**config.mk**
```make
export PLATFORM = sky130hd
export DESIGN_NAME = stream_burst_ctrl
export DESIGN_NICKNAME = d
export VERILOG_FILES = /design/src/rtl/stream_burst_ctrl_pkg.sv /design/src/rtl/stream_burst_ctrl_beat_counter.sv /design/src/rtl/stream_burst_ctrl.sv
export SDC_FILE = /design/constraint.sdc
export NUM_CORES = 1
export LEC_CHECK = 0
export CAP_MARGIN = 0
export CORE_MARGIN = 3
export CORE_UTILIZATION = 50
export CTS_CLUSTER_DIAMETER = 100
export DETAILED_ROUTE_END_ITERATION = 6
export DONT_BUFFER_PORTS = 1
export SLEW_MARGIN = 40
export SYNTH_ARGS = -nofsm -noshare
export SYNTH_HDL_FRONTEND = slang
export SYNTH_SLANG_ARGS = --single-unit
```
**constraint.sdc**
```tcl
create_clock -name clk -period 2 [get_ports clk]
set_clock_uncertainty 0.2 [all_clocks]
set_input_delay 0.4 -clock clk [delete_from_list [all_inputs] [get_ports clk]]
set_output_delay 0.4 -clock clk [all_outputs]
set_load 0.05 [all_outputs]
```
**src/rtl/stream_burst_ctrl_pkg.sv**
```systemverilog
// Shared types for the HPU result-path egress sequencer.
// Latency: n/a (types and constants only).
// Backpressure: n/a.
//   stream_state_t : sequencer FSM states
//   SETTLE_W       : width of the settle-delay counter (SETTLE up to 15)
package stream_pkg;

  typedef enum logic [1:0] {
    IDLE   = 2'd0,
    SETTLE = 2'd1,
    SEND   = 2'd2
  } stream_state_t;

  localparam int SETTLE_W = 4;

endpackage

```
**src/rtl/stream_burst_ctrl_beat_counter.sv**
```systemverilog
// Beat index counter for one egress burst; index stops at the final beat, never wraps.
// Latency: index updates one cycle after an accepted beat.
// Backpressure: advances only on i_en (beat accepted), otherwise holds its value.
//   clk, rst     : clock, synchronous active-high reset
//   i_load_zero  : force the index back to 0 on the next edge
//   i_en         : a beat was accepted this cycle
//   i_fin        : index of the final beat of the burst
//   o_index      : current beat index
//   o_is_last    : current index equals i_fin
module beat_counter #(
  parameter int IDX_W = 2
) (
  input  logic             clk,
  input  logic             rst,
  input  logic             i_load_zero,
  input  logic             i_en,
  input  logic [IDX_W-1:0] i_fin,
  output logic [IDX_W-1:0] o_index,
  output logic             o_is_last
);

  logic [IDX_W-1:0] r_idx;

  always_ff @(posedge clk) begin
    if (rst) begin
      r_idx <= '0;
    end else if (i_load_zero) begin
      r_idx <= '0;
    end else if (i_en && !o_is_last) begin
      r_idx <= r_idx + IDX_W'(1);
    end
  end

  assign o_index   = r_idx;
  assign o_is_last = (r_idx == i_fin);

endmodule

```
**src/rtl/stream_burst_ctrl.sv**
```systemverilog
// AXI-Stream egress sequencer: each 'last' trigger waits SETTLE cycles, then emits one burst.
// Latency: trigger at cycle t -> first o_dst_valid at t+max(SETTLE,1)+1 when starting from idle.
// Backpressure: beats hold (valid/index/last stable) until i_dst_ready; extra triggers queue.
//   Optional feature macro STREAM_BURST_LEN_EN: adds i_burst_len (beats-1 per burst,
//   clamped to BEATS-1, sampled when the FSM enters SETTLE). Without it len = BEATS-1.
//   Ports: clk, rst (sync, active-high); i_last trigger; i_dst_ready = TREADY;
//   o_dst_valid = TVALID; o_dst_last = TLAST; o_stream_i beat index; o_stream_v accept
//   strobe; o_busy activity flag; o_overflow sticky lost-trigger flag.
module stream_burst_ctrl #(
  parameter int SETTLE = 2,
  parameter int BEATS  = 4,
  parameter int IDX_W  = $clog2(BEATS > 1 ? BEATS : 2),
  parameter int PEND_W = 2
) (
  input  logic             clk,
  input  logic             rst,
  input  logic             i_last,
  input  logic             i_dst_ready,
`ifdef STREAM_BURST_LEN_EN
  input  logic [IDX_W-1:0] i_burst_len,
`endif
  output logic             o_dst_valid,
  output logic             o_dst_last,
  output logic [IDX_W-1:0] o_stream_i,
  output logic             o_stream_v,
  output logic             o_busy,
  output logic             o_overflow
);

  import stream_pkg::*;

  localparam logic [IDX_W-1:0]    LEN_MAX     = IDX_W'(BEATS - 1);
  localparam logic [PEND_W-1:0]   PEND_MAX    = '1;
  localparam logic [SETTLE_W-1:0] SETTLE_LOAD = SETTLE_W'(SETTLE);

  stream_state_t         r_state;
  stream_state_t         w_state_nxt;
  logic [SETTLE_W-1:0]   r_settle_cnt;
  logic [PEND_W-1:0]     r_pend;
  logic                  r_ovf;
  logic [IDX_W-1:0]      w_len;
  logic [IDX_W-1:0]      w_idx;
  logic                  w_is_last;
  logic                  w_hs;
  logic                  w_final;
  logic                  w_enter_settle;
  logic                  w_add;
  logic                  w_consume;
  logic                  w_settle_done;

  // o_dst_valid is decoded from the state register only, so i_dst_ready never
  // reaches valid/last/index combinationally.
  assign w_hs    = o_dst_valid & i_dst_ready;
  assign w_final = w_hs & w_is_last;

  // A settle count of 0 or 1 ends SETTLE this cycle; SETTLE=0 therefore still
  // spends one cycle in SETTLE.
  assign w_settle_done = (r_settle_cnt == '0) || (r_settle_cnt == SETTLE_W'(1));

  assign w_enter_settle = (r_state != stream_pkg::SETTLE) && (w_state_nxt == stream_pkg::SETTLE);

  // A trigger queues whenever it cannot start a burst directly: FSM busy, or
  // older triggers already waiting ahead of it.
  assign w_add     = i_last && ((r_state != stream_pkg::IDLE) || (r_pend != '0));
  assign w_consume = w_enter_settle && (r_pend != '0);

  // ---------------- FSM: state register ----------------
  always_ff @(posedge clk) begin
    if (rst) begin
      r_state <= stream_pkg::IDLE;
    end else begin
      r_state <= w_state_nxt;
    end
  end

  // ---------------- FSM: next state ----------------
  always_comb begin
    w_state_nxt = r_state;
    unique case (r_state)
      stream_pkg::IDLE: begin
        if (i_last || (r_pend != '0)) w_state_nxt = stream_pkg::SETTLE;
      end
      stream_pkg::SETTLE: begin
        if (w_settle_done) w_state_nxt = stream_pkg::SEND;
      end
      stream_pkg::SEND: begin
        if (w_final) w_state_nxt = (r_pend != '0) ? stream_pkg::SETTLE : stream_pkg::IDLE;
      end
      default: w_state_nxt = stream_pkg::IDLE;
    endcase
  end

  // ---------------- FSM: outputs ----------------
  always_comb begin
    o_dst_valid = (r_state == stream_pkg::SEND);
    o_dst_last  = (r_state == stream_pkg::SEND) && w_is_last;
    o_busy      = (r_state != stream_pkg::IDLE) || (r_pend != '0);
  end

  assign o_stream_v = w_hs;
  assign o_stream_i = w_idx;
  assign o_overflow = r_ovf;

  // Settle delay: loaded on entry, counts down independently of i_dst_ready.
  always_ff @(posedge clk) begin
    if (rst) begin
      r_settle_cnt <= '0;
    end else if (w_enter_settle) begin
      r_settle_cnt <= SETTLE_LOAD;
    end else if ((r_state == stream_pkg::SETTLE) && (r_settle_cnt != '0)) begin
      r_settle_cnt <= r_settle_cnt - SETTLE_W'(1);
    end
  end

  // Pending-trigger counter. Add and consume in the same cycle cancel out, so a
  // saturated counter only loses a trigger when nothing is being consumed.
  always_ff @(posedge clk) begin
    if (rst) begin
      r_pend <= '0;
      r_ovf  <= 1'b0;
    end else if (w_add && !w_consume) begin
      if (r_pend == PEND_MAX) begin
        r_ovf <= 1'b1;
      end else begin
        r_pend <= r_pend + PEND_W'(1);
      end
    end else if (w_consume && !w_add) begin
      r_pend <= r_pend - PEND_W'(1);
    end
  end

`ifdef STREAM_BURST_LEN_EN
  logic [IDX_W-1:0] r_len;

  // Length is frozen for the whole burst at SETTLE entry.
  always_ff @(posedge clk) begin
    if (rst) begin
      r_len <= LEN_MAX;
    end else if (w_enter_settle) begin
      r_len <= (i_burst_len > LEN_MAX) ? LEN_MAX : i_burst_len;
    end
  end

  assign w_len = r_len;
`else
  assign w_len = LEN_MAX;
`endif

  // Index is held at 0 outside SEND and cleared by the final handshake, so every
  // burst (back-to-back or from idle) starts at beat 0.
  beat_counter #(
    .IDX_W (IDX_W)
  ) u_beat_counter (
    .clk         (clk),
    .rst         (rst),
    .i_load_zero ((r_state != stream_pkg::SEND) || w_final),
    .i_en        (w_hs),
    .i_fin       (w_len),
    .o_index     (w_idx),
    .o_is_last   (w_is_last)
  );

endmodule
```
# Word-level counts from Yosys, hierarchy flattened
# Index checks and enable logic that the tools add are counted.
[word_totals] regBits=11 wordCells=57
[op_classes] n_addsub=4 eq_ne=9 n_mux=10 n_bitwise=2 n_reduce_logical=26
[ops] op="two-way mux 2 bit" count=8
[ops] op="logical AND 1 bit" count=8
[ops] op="nonzero test 2 bit" count=4
[ops] op="== test 2 bit (second input constant)" count=3
[ops] op="one-hot mux 2 bit (3 select lines)" count=1
[ops] op="adder 2 x 1 -> 2 bit (second input constant)" count=2
[ops] op="== test 2 x 1 -> 1 bit (second input constant)" count=2
[ops] op="== test 4 x 1 -> 1 bit (second input constant)" count=1
[ops] op="logical NOT 4 bit" count=1
[ops] op="logical OR 1 bit" count=4
[ops] op="inequality test 2 bit (second input constant)" count=2
[ops] op="AND reduction 2 bit" count=2
[ops] op="nonzero test 4 bit" count=1
[ops] op="OR reduction 2 bit" count=2
[ops] op="subtractor 4 x 1 -> 4 bit (second input constant)" count=1
[ops] op="logical NOT 1 bit" count=3
[ops] op="AND 1 bit" count=2
[ops] op="logical NOT 2 bit" count=1
[ops] op="inequality test 2 x 1 -> 1 bit (second input constant)" count=1
[ops] op="subtractor 2 x 1 -> 2 bit (second input constant)" count=1
[ops] op="two-way mux 1 bit" count=1

# Depth between registers and ports, before layout
[logic_depth] word_depth=12 depth_mapped=5 mapped_depth_nobuf=5

# Modules after synthesis
# A second synthesis with hierarchy kept.
[unflattened] cells_unflattened=80 hier_area_um2=644.4
[modules_own_cells] mod="stream_burst_ctrl" instances=1 cells_per_inst=65 area_each_um2=521.8
[modules_own_cells] mod="beat_counter" instances=1 cells_per_inst=15 area_each_um2=122.6

# Least setup slack after synthesis
# No wires, ideal clock.
[synth_timing] path_type="register to output" from="register u_beat_counter.r_idx[0], in the netlist u_beat_counter.o_index[0]" to="output o_dst_last" t_arrival_ns=1.430 path_slack_ns=-0.030 stages_incl_launch_ff=3 n_path_buf=0 cell_sequence="dfxtp_1 > ha_1 > and2_1"
[synth_between] elab_chain_len=2
[synth_rtl] item="start: declaration" line_no="stream_burst_ctrl_beat_counter.sv:22" source="logic [IDX_W-1:0] r_idx;"
[synth_rtl] item="start signal: assignment" line_no="stream_burst_ctrl_beat_counter.sv:30" source="r_idx <= r_idx + IDX_W'(1);"
[synth_rtl] item="== test 2 bit" line_no="stream_burst_ctrl_beat_counter.sv:35" source="assign o_is_last = (r_idx == i_fin);"
[synth_rtl] item="logical AND 1 bit" line_no="stream_burst_ctrl.sv:96" source="o_dst_last = (r_state == stream_pkg::SEND) && w_is_last;"
[synth_rtl] item="end: declaration" line_no="stream_burst_ctrl.sv:23" source="output logic o_dst_last,"
# No other way between the ends.

# Final worst setup path
[layout_timing] from="register r_state[0]" to="output o_stream_v"
[layout_between] elab_chain_len=2
[layout_rtl] item="start: declaration" line_no="stream_burst_ctrl.sv:36" source="stream_state_t r_state;"
[layout_rtl] item="start signal: assignment" line_no="stream_burst_ctrl.sv:70" source="r_state <= stream_pkg::IDLE;"
[layout_rtl] item="start signal: assignment" line_no="stream_burst_ctrl.sv:72" source="r_state <= w_state_nxt;"
[layout_rtl] item="== test 2 bit" line_no="stream_burst_ctrl.sv:95" source="o_dst_valid = (r_state == stream_pkg::SEND);"
[layout_rtl] item="AND 1 bit" line_no="stream_burst_ctrl.sv:53" source="assign w_hs = o_dst_valid & i_dst_ready;"
[layout_rtl] item="end: declaration" line_no="stream_burst_ctrl.sv:25" source="output logic o_stream_v,"
# No other way between the ends.

==> impl_metrics.csv <==
group,metric,value,unit
outcome,status,"completed",
layout,finalInstanceArea,763.2,um2
synth,synth_edf_count,0,
sta,setup_slack,0.1291,ns
synth,synthTopCellsByArea,"dfxtp_1 33%, ha_1 5.6%, mux2i_1 4.5%, o21a_1 4.5%, inv_1 3.9%",
sta,fin_tns_setup,0,ns
floorplan,core-area,0.001186,mm2
floorplan,io_pins,11,
layout,final_layout_size_suffix_gt1_share,15.48,%
synth,ys_seq_elements,11,
clock_network,clock-sinks,11,
floorplan,die_area,0.001819,mm2
clock_network,htreeDepth,1,
worst_setup_path,startpoint,"r_state[0]",
worst_setup_path,worst_setup_path_start_kind,"flop",
routing,drt_iter0_drc,18,
sta,setup_viol,0,
routing,viasPerCell,5.776,
routing,drc,0,
routing,route.vias.total,566,
clock_network,post_cts_buffers,0,
place,dpl_cell_area,725.7,um2
power,internal_power,0.0005617,W
synth,synth_flop_cell,"dfxtp_1",
grt,grt_util_all_layers,15.75,%
worst_setup_path,slowest_delay,0.39,ns
power,p_leak,0.3026,nW
clock_network,clk_pin_slew,0.07,ns
power,switchingPower,0.0004723,W
grt,grt_pass1_wl,2.235,mm
worst_setup_path,path_max_fanout,5,
synth,synth_top_cell_area_share,32.77,%
layout,n_antenna_cell,0,
clock_network,ctsLongestPathBuffers,2,
worst_setup_path,cp-end-kind,"output pin",
worst_setup_path,path_class,"flop to output pin",
grt,overflow,0,
sta,fin_crit_sh,93.54,%
power,worst_ir_drop_vdd,0.8375,mV
routing,finalWirelength,1.279,mm
routing,wl_per_cell,13.05,um
clock_network,clk-insertion-delay-late,0.27,ns
clock_network,cts_buffers,3,
synth,yosys.area.top_type,"dfxtp_1",
sta,worst_pin_slew,0.5078,ns
grt,grt_pass1_vias,521,
routing,drt_pass1_iterations,4,
grt,grt_max_degree,11,
sta,final_hold_viol_count,0,
floorplan,start_util,56.65,%
sta,period_needed,1.871,ns
floorplan,fp.dieH,42.66,um
worst_setup_path,cp.arrival,1.27,ns
place,dpl_worst_slack,0.2737,ns
synth,syn-num-nets,85,
sta,drv_slew,0,
run,drv_cap,0,
layout,area_delta_synth_final,13.59,%
power,switching_share,45.68,%
place,gp_congestion,0.7783,
synth,synth_common_cells,"11 x dfxtp_1, 7 x inv_1, 5 x nor2_1",
worst_setup_path,path_cells,"nand2b_1 -> inv_1 -> and2_1 -> buf_12",
synth,ys_types,33,
sta,rsz0062_at_grt,"false",
power,comb_power_share,52.7,%
synth,synth-seq-area-share,32.77,%
sta,max_slew_margin,66.10,%
floorplan,placementRows,12,
place,hpwl,921.8,um
synth,syn_area_per_cell,8.614,um2
grt,antenna_found_initial,0,
routing,ant_nets,0,
sta,max_freq,534.5,MHz
synth,synth_cells,78,
floorplan,die_w,42.66,um
synth,ys_async_sr_fraction,0,%
worst_hold_path,hold_start,"i_dst_ready",
power,finalPower,0.001034,W
layout,fin_util,64.35,%
layout,fin_nets,92,
synth,yosysMostFrequentCell,"dfxtp_1",
synth,yosysWarningCount,0,
clock_network,cts_tree,"built",
power,p_per_area,1355,mW/mm2
clock_network,root_buffer,"clkbuf_4",
worst_setup_path,required,1.40,ns
place,portBuffers,0,
power,seqPwrFrac,32.3,%
power,pwr-share-clk,15.0,%
worst_hold_path,hp-class,"input port to flop",
synth,synthesis.area,671.9,um2
worst_setup_path,cp_slowest_cell,"dfxtp_1",
worst_setup_path,regToRegStartpoint,"u_beat_counter.o_index[0]",
layout by cell type (no fill, tap or decap), drive strengths merged, types with 2 or more instances in the layout:
cell / synthesis / layout
nand2b: 3 / 3
nand3b: 2 / 2
a21oi: 3 / 3
o211ai: 2 / 2
ha: 3 / 3
o21a: 4 / 4
a211oi: 4 / 4
nor3: 4 / 4
or3: 2 / 2
dfxtp: 11 / 11
mux2i: 3 / 3
clkbuf: 2 / 4
buf: 3 / 6
nor2: 5 / 5
and2: 2 / 2
o21ai: 2 / 2
nor2b: 2 / 2
inv: 7 / 7
worst max-delay path: cells and delay by family (launching register included):
kind          cells  cell delay [ns]
buf+inv           2             0.23
flops             1             0.39
simple gates      2             0.38
registers in the layout (all words and copies together) (netlist names):
register / flops
r_pend: 2
o_overflow: 1
r_settle_cnt: 4
u_beat_counter.o_index: 2
r_state: 2
power by group through the flow:
| stage | registers, W | clock network (W) | logic [W] |
|---|---|---|---|
| after floorplan | 0.000311 | 0 | 0.000447 |
| after global placement | 0.000339 | 0 | 0.000531 |
| after detailed placement | 0.000337 | 0 | 0.000538 |
| after CTS | 0.000331 | 0.000160 | 0.000546 |
| after global routing | 0.000346 | 0.000164 | 0.000602 |
| final | 0.000334 | 0.000155 | 0.000545 |
layer usage:
| layer | track usage, % | up-vias | share of wire (%) |
|---|---|---|---|
| met5 | 0 | - | 0 |
| met4 | 7.453 | 0 | 2.1 |
| met3 | 3.390 | 5 | 4.9 |
| met2 | 22.16 | 16 | 40 |
| met1 | 22.42 | 247 | 53 |
| li1 | - | 298 | - |
metrics by stage:
stage          hold slack (ns)  std cells
4_1_cts                 0.1093         98
6_report                0.1080         98
3_3_place_gp            0.2717         93
3_5_place_dp            0.2733         93
2_1_floorplan           0.2901         78
5_1_grt                 0.1268         98
logic make-up after synthesis:
group / Yosys count / synth area share [%]
compound gates: 23 / 26.82
xor+xnor: 1 / 1.304
fa+ha+maj: 3 / 5.587
buf+inv: 12 / 7.263
flops: 11 / 32.77
mux: 3 / 4.469
simple gates: 25 / 21.79
what timing repair did:
item                                    CTS  global route
endpoints found under the setup margin    0             2
resized for setup                         0             1
hold buffers                              1             0
hold endpoints to repair                  8             0
final cells by class:
class	count	area [um2]
clock buffers	4	26.28
fillers	107	422.9
inverters	7	26.28
multi-input cells	55	404.1
flip-flops and latches	11	221.5
well taps	14	17.52
repair buffers	7	67.56
path summary, 6_finish.rpt:
check | end | slack [ns] | depth (start not counted)
setup / recovery | o_stream_v | 0.13 | 4
hold / removal | r_state[0] | 0.11 | 2
setup reg to reg | r_settle_cnt[2] | 0.26 | 5
hold reg to reg | r_pend[1] | 0.33 | 2
(Power assumes the default switching activity.)
